`config.mk`:
```
export PLATFORM = sky130hd
export DESIGN_NAME = ctrl_seq_param
export DESIGN_NICKNAME = d
export VERILOG_FILES = /design/src/rtl/ctrl_seq_pkg.sv /design/src/rtl/opc_repeat_mon.sv /design/src/rtl/ctrl_seq_param.sv
export SDC_FILE = /design/constraint.sdc
export NUM_CORES = 1
export LEC_CHECK = 0
export ABC_AREA = 1
export BUFFER_PORTS_ARGS = -buffer_cell sky130_fd_sc_hd__buf_2
export CELL_PAD_IN_SITES_DETAIL_PLACEMENT = 0
export CELL_PAD_IN_SITES_GLOBAL_PLACEMENT = 1
export CORE_ASPECT_RATIO = 0.9
export CORE_MARGIN = 5
export CORE_UTILIZATION = 44
export CTS_CLUSTER_DIAMETER = 100
export DETAILED_ROUTE_END_ITERATION = 10
export PLACE_DENSITY = 0.84
export REMOVE_ABC_BUFFERS = 1
export SKIP_CTS_REPAIR_TIMING = 1
export SYNTH_ARGS = -nofsm -noshare
export SYNTH_HDL_FRONTEND = slang
export SYNTH_HIERARCHICAL = 1
export SYNTH_SLANG_ARGS = --single-unit
```
`constraint.sdc`:
```
create_clock -name clk -period 2.73 [get_ports clk]
set_clock_uncertainty 0.15 [all_clocks]
set_input_delay 0.1365 -clock clk [delete_from_list [all_inputs] [get_ports clk]]
set_output_delay 0.1365 -clock clk [all_outputs]
set_load 0.05 [all_outputs]
```
`src/rtl/ctrl_seq_pkg.sv`:
```
// Shared types and default widths for the parametrised control sequencer.
// Contents: state enum with fixed encodings, ST_W, and default parameter values.
package ctrl_seq_pkg;

    localparam int unsigned ST_W             = 3;
    localparam int unsigned OPC_W_DEF        = 4;
    localparam int unsigned LEN_W_DEF        = 3;
    localparam int unsigned CNT_W_DEF        = 8;
    localparam int unsigned TIMEOUT_DEF      = 16;
    localparam int unsigned REPEAT_LIMIT_DEF = 5;

    typedef enum logic [ST_W-1:0] {
        ST_IDLE   = 3'd0,
        ST_FETCH  = 3'd1,
        ST_DECODE = 3'd2,
        ST_EXEC   = 3'd3,
        ST_WB     = 3'd4,
        ST_TRAP   = 3'd5
    } state_e;

endpackage

```
`src/rtl/opc_repeat_mon.sv`:
```
// Consecutive-opcode repeat monitor.
// Ports: clk, rst (async, active-high), dec (one-cycle decode strobe),
//        opcode (opcode being decoded), clr (clears history and alarm),
//        alarm (sticky flag, set once REPEAT_LIMIT identical opcodes decode back to back).
module opc_repeat_mon
    import ctrl_seq_pkg::*;
#(
    parameter int unsigned OPC_W        = OPC_W_DEF,
    parameter int unsigned REPEAT_LIMIT = REPEAT_LIMIT_DEF
) (
    input  logic             clk,
    input  logic             rst,
    input  logic             dec,
    input  logic [OPC_W-1:0] opcode,
    input  logic             clr,
    output logic             alarm
);

    localparam int unsigned RC_W = $clog2(REPEAT_LIMIT + 1);

    logic [OPC_W-1:0] last_opc;
    logic             last_vld;
    logic [RC_W-1:0]  rep_cnt;
    logic [RC_W-1:0]  rep_nxt;

    // Run length including the opcode now decoding; saturates at the limit.
    always_comb begin
        rep_nxt = RC_W'(1);
        if (last_vld && (opcode == last_opc)) begin
            rep_nxt = (rep_cnt == RC_W'(REPEAT_LIMIT)) ? rep_cnt : rep_cnt + RC_W'(1);
        end
    end

    // History registers; clear takes priority over a coincident decode.
    always_ff @(posedge clk or posedge rst) begin
        if (rst) begin
            last_opc <= '0;
            last_vld <= 1'b0;
            rep_cnt  <= '0;
            alarm    <= 1'b0;
        end else if (clr) begin
            last_vld <= 1'b0;
            rep_cnt  <= '0;
            alarm    <= 1'b0;
        end else if (dec) begin
            last_opc <= opcode;
            last_vld <= 1'b1;
            rep_cnt  <= rep_nxt;
            if (rep_nxt >= RC_W'(REPEAT_LIMIT)) begin
                alarm <= 1'b1;
            end
        end
    end

endmodule

```
`src/rtl/ctrl_seq_param.sv`:
```
// Parametrised multi-cycle control sequencer: FETCH (handshake + timeout),
// DECODE, stallable variable-length EXEC, WB, with a TRAP state on fetch timeout.
// Ports: clk, rst (async, active-high); run, mem_ack, opcode, exec_len, stall,
//        clr_alarm inputs; state_o, mem_req, busy, exec_phase, wb_en, instr_cnt,
//        timeout, repeat_alarm outputs (all flop-driven).
module ctrl_seq_param
    import ctrl_seq_pkg::*;
#(
    parameter int unsigned OPC_W        = OPC_W_DEF,
    parameter int unsigned LEN_W        = LEN_W_DEF,
    parameter int unsigned CNT_W        = CNT_W_DEF,
    parameter int unsigned TIMEOUT      = TIMEOUT_DEF,
    parameter int unsigned REPEAT_LIMIT = REPEAT_LIMIT_DEF
) (
    input  logic             clk,
    input  logic             rst,
    input  logic             run,
    input  logic             mem_ack,
    input  logic [OPC_W-1:0] opcode,
    input  logic [LEN_W-1:0] exec_len,
    input  logic             stall,
    input  logic             clr_alarm,
    output logic [ST_W-1:0]  state_o,
    output logic             mem_req,
    output logic             busy,
    output logic [LEN_W-1:0] exec_phase,
    output logic             wb_en,
    output logic [CNT_W-1:0] instr_cnt,
    output logic             timeout,
    output logic             repeat_alarm
);

    localparam int unsigned WT_W = $clog2(TIMEOUT);

    state_e           state;
    state_e           state_n;
    logic [WT_W-1:0]  wait_cnt;
    logic [OPC_W-1:0] opc_q;
    logic [LEN_W-1:0] len_q;
    logic             last_phase;

    assign state_o    = state;
    assign last_phase = (exec_phase == len_q - LEN_W'(1));

    // Next-state selection.
    always_comb begin
        state_n = state;
        case (state)
            ST_IDLE:   if (run) state_n = ST_FETCH;
            ST_FETCH: begin
                if (mem_ack)                                state_n = ST_DECODE;
                else if (wait_cnt == WT_W'(TIMEOUT - 1))    state_n = ST_TRAP;
            end
            ST_DECODE: state_n = ST_EXEC;
            ST_EXEC:   if (!stall && last_phase) state_n = ST_WB;
            ST_WB:     state_n = run ? ST_FETCH : ST_IDLE;
            ST_TRAP:   if (clr_alarm) state_n = ST_IDLE;
            default:   state_n = ST_IDLE;
        endcase
    end

    // State, counters and registered outputs decoded from the next state.
    always_ff @(posedge clk or posedge rst) begin
        if (rst) begin
            state      <= ST_IDLE;
            wait_cnt   <= '0;
            opc_q      <= '0;
            len_q      <= '0;
            exec_phase <= '0;
            instr_cnt  <= '0;
            mem_req    <= 1'b0;
            busy       <= 1'b0;
            wb_en      <= 1'b0;
            timeout    <= 1'b0;
        end else begin
            state   <= state_n;
            mem_req <= (state_n == ST_FETCH);
            busy    <= (state_n != ST_IDLE) && (state_n != ST_TRAP);
            wb_en   <= (state_n == ST_WB);
            timeout <= (state_n == ST_TRAP);

            // Free-runs only while fetching, so every FETCH entry starts at 0.
            wait_cnt <= (state == ST_FETCH) ? wait_cnt + WT_W'(1) : '0;

            if ((state == ST_FETCH) && mem_ack) begin
                opc_q <= opcode;
                len_q <= (exec_len == '0) ? LEN_W'(1) : exec_len;
            end

            // Phase is held at 0 outside EXEC so it doubles as the output.
            if (state_n == ST_EXEC) begin
                if ((state == ST_EXEC) && !stall) begin
                    exec_phase <= exec_phase + LEN_W'(1);
                end
            end else begin
                exec_phase <= '0;
            end

            if (state == ST_WB) begin
                instr_cnt <= instr_cnt + CNT_W'(1);
            end
        end
    end

    opc_repeat_mon #(
        .OPC_W        (OPC_W),
        .REPEAT_LIMIT (REPEAT_LIMIT)
    ) u_rep_mon (
        .clk    (clk),
        .rst    (rst),
        .dec    (state == ST_DECODE),
        .opcode (opc_q),
        .clr    (clr_alarm),
        .alarm  (repeat_alarm)
    );

endmodule

```
# Word-level counts from Yosys, hierarchy flattened
# Index checks and enable logic that the tools add are counted.
# totals
inputBits	13
wordCells	69
out_inout_bits	19
regBits	38
# op_classes
bitwise_logic	1
n_reduce_logical	13
eq_ne	15
n_lt_le_gt_ge	1
muxes	20
n_addsub	5
# ops
cell	count
3-bit two-way mux	12
3-bit one-hot mux with 6 select lines	1
3-bit == test (second input constant)	5
3-bit by 2-bit == test with 1-bit output (second input constant)	3
8-bit by 1-bit adder with 8-bit output (second input constant)	1
3-bit by 1-bit adder with 3-bit output (second input constant)	2
3-bit by 1-bit == test with 1-bit output (second input constant)	2
3-bit zero test	2
1-bit two-way mux	6
1-bit logical AND	5
4-bit by 1-bit adder with 4-bit output (second input constant)	1
4-bit == test	1
4-bit == test (second input constant)	1
4-bit two-way mux	1
2-bit AND reduction	2
2-bit nonzero test	2
3-bit == test	1
3-bit >= comparator (second input constant)	1
3-bit inequality test (second input constant)	1
3-bit nonzero test	1
3-bit by 1-bit subtractor with 3-bit output (second input constant)	1
2-bit by 1-bit inequality test with 1-bit output (second input constant)	1
1-bit zero test	1
1-bit NOT	1

# Longest topological paths before layout
# logic_depth
word_depth	7
ltp_mapped	12
depth_no_buf	12

# Modules after synthesis
# The synthesis kept the hierarchy.
# modules_own_cells
mod	area_per_inst_um2	instances	cells_each	seq_area_each_um2
ctrl_seq_param	1366.3	1	148	725.7
opc_repeat_mon	564.3	1	83	225.2

# Least setup slack after synthesis
# Ideal clock, no wire load.
# synth_path
path_kind	register to register
startpoint	reg state[1], in the netlist state_o[1]
endpoint	reg u_rep_mon.last_opc[2]
path_stages_with_launch	8
path_buffers	1
path_slack_ns	0.854
synth_period_minus_slack_ns	1.876
t_required_ns	2.454
arrival_ns	1.600
setup_time_ns	0.126
cell_sequence	dfrtp_1 inv_1 nor3_1 inv_1 or2_1 buf_2 nand2_1 o21ai_0
# synth_via
elab_chain_cells	2
# synth_rtl
item	line_no	rtl
start: declaration	ctrl_seq_param.sv:35	state_e state;
start signal: assignment	ctrl_seq_param.sv:76	state <= state_n;
3-bit by 2-bit == test with 1-bit output	ctrl_seq_param.sv:111	.dec (state == ST_DECODE),
2-bit AND reduction (no source line)	-	
end signal: assignment	opc_repeat_mon.sv:46	last_opc <= opcode;
end: declaration	opc_repeat_mon.sv:21	logic [OPC_W-1:0] last_opc;
# Every way passes these cells.
# A chain may end at the register's enable or synchronous reset.

# Worst setup path after layout
# layout_path
startpoint	reg len_q[0]
endpoint	reg busy
# layout_via
elab_chain_cells	7
elab_cells_between_ends	8
classes_between	1 x add/sub; 2 x eq/ne; 2 x mux; 3 x reduce/logical
# layout_rtl
item	line_no	rtl
start: declaration	ctrl_seq_param.sv:39	logic [LEN_W-1:0] len_q;
start signal: assignment	ctrl_seq_param.sv:87	len_q <= (exec_len == '0) ? LEN_W'(1) : exec_len;
3-bit by 1-bit subtractor with 3-bit output (*)	ctrl_seq_param.sv:43	assign last_phase = (exec_phase == len_q - LEN_W'(1));
3-bit == test (*)	ctrl_seq_param.sv:43	
1-bit logical AND (*)	ctrl_seq_param.sv:55	ST_EXEC: if (!stall && last_phase) state_n = ST_WB;
3-bit two-way mux (*)	ctrl_seq_param.sv:55	
3-bit one-hot mux with 6 select lines (*)	ctrl_seq_param.sv:48	case (state)
3-bit inequality test / 3-bit nonzero test (equally long branches)	ctrl_seq_param.sv:78	busy <= (state_n != ST_IDLE) && (state_n != ST_TRAP);
1-bit logical AND (*)	ctrl_seq_param.sv:78	
end signal: assignment	ctrl_seq_param.sv:78	
end: declaration	ctrl_seq_param.sv:25	output logic busy,
# Mark *: on every way between the ends. The rest lies on a longest branch, timed or not.

==> run metrics <==
number of DRC markers in iteration 0=75; core area=4160 sq um; Vias=1472; slowest cell on the critical path=dfrtp_1; final worst path period need=about 1.7 ns; IO buf count=31; Skew-Pair Late Insertion Delay=~0.28 ns; GR Util All Layers=13.3%; Post-synth EDFFs=0; I/O pin count=32; DRT Pass-1 Iters=4; pwr dens=952 nW/um^2; Area Overhead vs Synth=19.9%; ANT nets after route=0; Final Setup Violations=0; Clock Pin Slew Worst Setup and Hold Paths=0.07 ns; hold crit path type=input pin to register; vias in the first global route=1377; Top FF cell, synth=dfrtp_1; CP bufs+invs=2; CP Launch Type=register; share of cells above drive strength 1=21.5%; GP Congestion=0.805; die area=5810 sq um; critical-path cell list=inv_1 > ha_1 > inv_1 > nand2_1 > nand2_1 > nor2_1 > nand3_1 > nand2_1 > nand3_1 > nand2_1 > nand2_1; Worst Tran Pin Value=0.386 ns; Ys Warns=6; most frequent cells in the layout=61 x nand2_1, 40 x inv_1, 38 x dfrtp_1; clk buf depth=2; Critical Path AT=roughly 1.8 ns; Max FO, Critical Path=6; Worst Path Required=2.75 ns; run status=finished, final reports clean; Setup CP Type=register to register; #FFs+latches synth=38; peak supply drop=around 0.55 mV; die extent in x=79.8 um; maxcap violations=0; synth unique cells=28; routed vias/inst=4.39; P_leak=~0.0013 uW; Synth Cell Area=between 1500 and 2000 sq um; GRT overflow=0; fin nets=295; cell count after synthesis=231; final worst slack=1.00 ns; commonest non-fill, non-tap cell in the layout=nand2_1; RSZ-0062 raised after global routing=no; # DRC=0; final hold vios=0; delay-heaviest family, CP=simple AND/OR/NAND/NOR gates; pin count of the biggest net entering global routing=30; fill count=roughly 400; CTS Sinks=38; first-pass GRT wire length=5980 um; max_slew headroom=74.2%; Die Ht=between 70 and 80 um; ANT cells=0; crit-path most repeated cell=nand2_1; register area share after synthesis=49.3%; average cell area after synthesis=around 8.4 sq um; CTS root buffer=clkbuf_8; worst stage delay on the critical path=0.36 ns; Worst Setup End Kind=register; initial antenna violation count=0; Starting Density=46.4%; Detailed Place HPWL=~2600 um; Layout Utilization=55.7%; wire per inst=10.8 um; drt total wl=roughly 3600 um; Pwr Total=2200 uW; H-Tree Depth=2; TNS Setup=0 ns; Rows=22; Setup WS pre-CTS=1.03 ns; CTS tree=done; Achievable Freq=0.580 GHz; Final Max Tran Viols=0; async set or reset register ratio after synthesis=between 90% and 100%; CTS Buf Count=5; Final period util=63.2%
==> per-layer routing <==
layer / up-vias / GRT usage (%) / share of wire, %
met1: 652 / 17.1 / 49
met4: 0 / 6.19 / 1.2
met5: - / 0 / 0
met2: 23 / 20.0 / 43
li1: 791 / - / -
met3: 6 / 4.57 / 6.1
==> synthesized netlist by cell type, types with 2 or more instances <==
cell	count	share of area, %
dfrtp_1	38	49
inv_2	3	0.58
xnor2_1	4	1.8
mux2_2	3	1.7
nand4_1	2	0.65
mux2_4	2	1.6
a21oi_1	3	0.78
nor2_2	4	1.3
xor2_1	4	1.8
ha_1	6	3.9
o21ai_0	7	1.8
inv_1	40	7.8
nand2_4	2	1.2
o22ai_1	2	0.65
nor3_1	4	1.0
nor2_4	2	1.2
nor2_1	24	4.7
nand3_1	11	2.9
nand2_1	61	12
==> tightest hold or removal path, stage by stage <==
cell and delay (ns):
buf_2 0.07, a21oi_1 0.03, o21ai_0 0.17
==> report_power, final <==
group	internal, uW	leakage, uW	switching (uW)
combinational	310	0.000746	650
sequential	727	0.000496	143
clock	195	0.0000431	178
==> cell families (layout without fill, tap and decap cells) <==
family,Yosys count,in the layout,synth area share (%)
buffers and inverters,46,90,9.46
flip-flops,38,38,49.3
AO/OA/AOI/OAI,15,15,4.60
adder cells (fa/ha/maj),6,6,3.89
XOR/XNOR,8,8,3.63
multiplexers,5,5,3.31
AND/OR/NAND/NOR,113,113,25.9
==> final timing paths <==
path,startpoint,endpoint,slack [ns],depth (start not counted)
setup / recovery,len_q[0],busy,1.00,11
hold / removal,exec_len[0],len_q[0],0.01,3
setup reg to reg,len_q[0],busy,1.00,11
hold reg to reg,wait_cnt[0],wait_cnt[0],0.32,1
max in group asynchronous,rst,exec_phase[1],1.83,4
min in group asynchronous,rst,u_rep_mon/last_opc[0],0.23,3
==> state kept, by name, indices dropped and copies added, names as in the netlist, 3 cells and up <==
register / count
exec_phase: 3
instr_cnt: 8
len_q: 3
opc_q: 4
state_o: 3
u_rep_mon/last_opc: 4
u_rep_mon/rep_cnt: 3
wait_cnt: 4
==> per-stage QoR <==
stage                     area [sq um]  hold WS (ns)  cells
after global placement            2150       -0.0155    321
after floorplan                   1910        -0.186    229
final                             2310        0.0113    335
after detailed placement          2150       -0.0113    321
after global routing              2310        0.0357    335
after CTS                         2230        -0.325    327
==> final cells by class <==
cell class / count / area (sq um) / area share [%]
repair buffers: 40 / 243 / 10.5
clock buffers: 6 / 82.6 / 3.57
inverters: 44 / 166 / 7.19
well taps: 60 / 75.1 / 3.24
flip-flops and latches: 38 / 951 / 41.1
multi-input cells: 147 / 797 / 34.4
No activity file was read; power rests on OpenSTA's default activity.
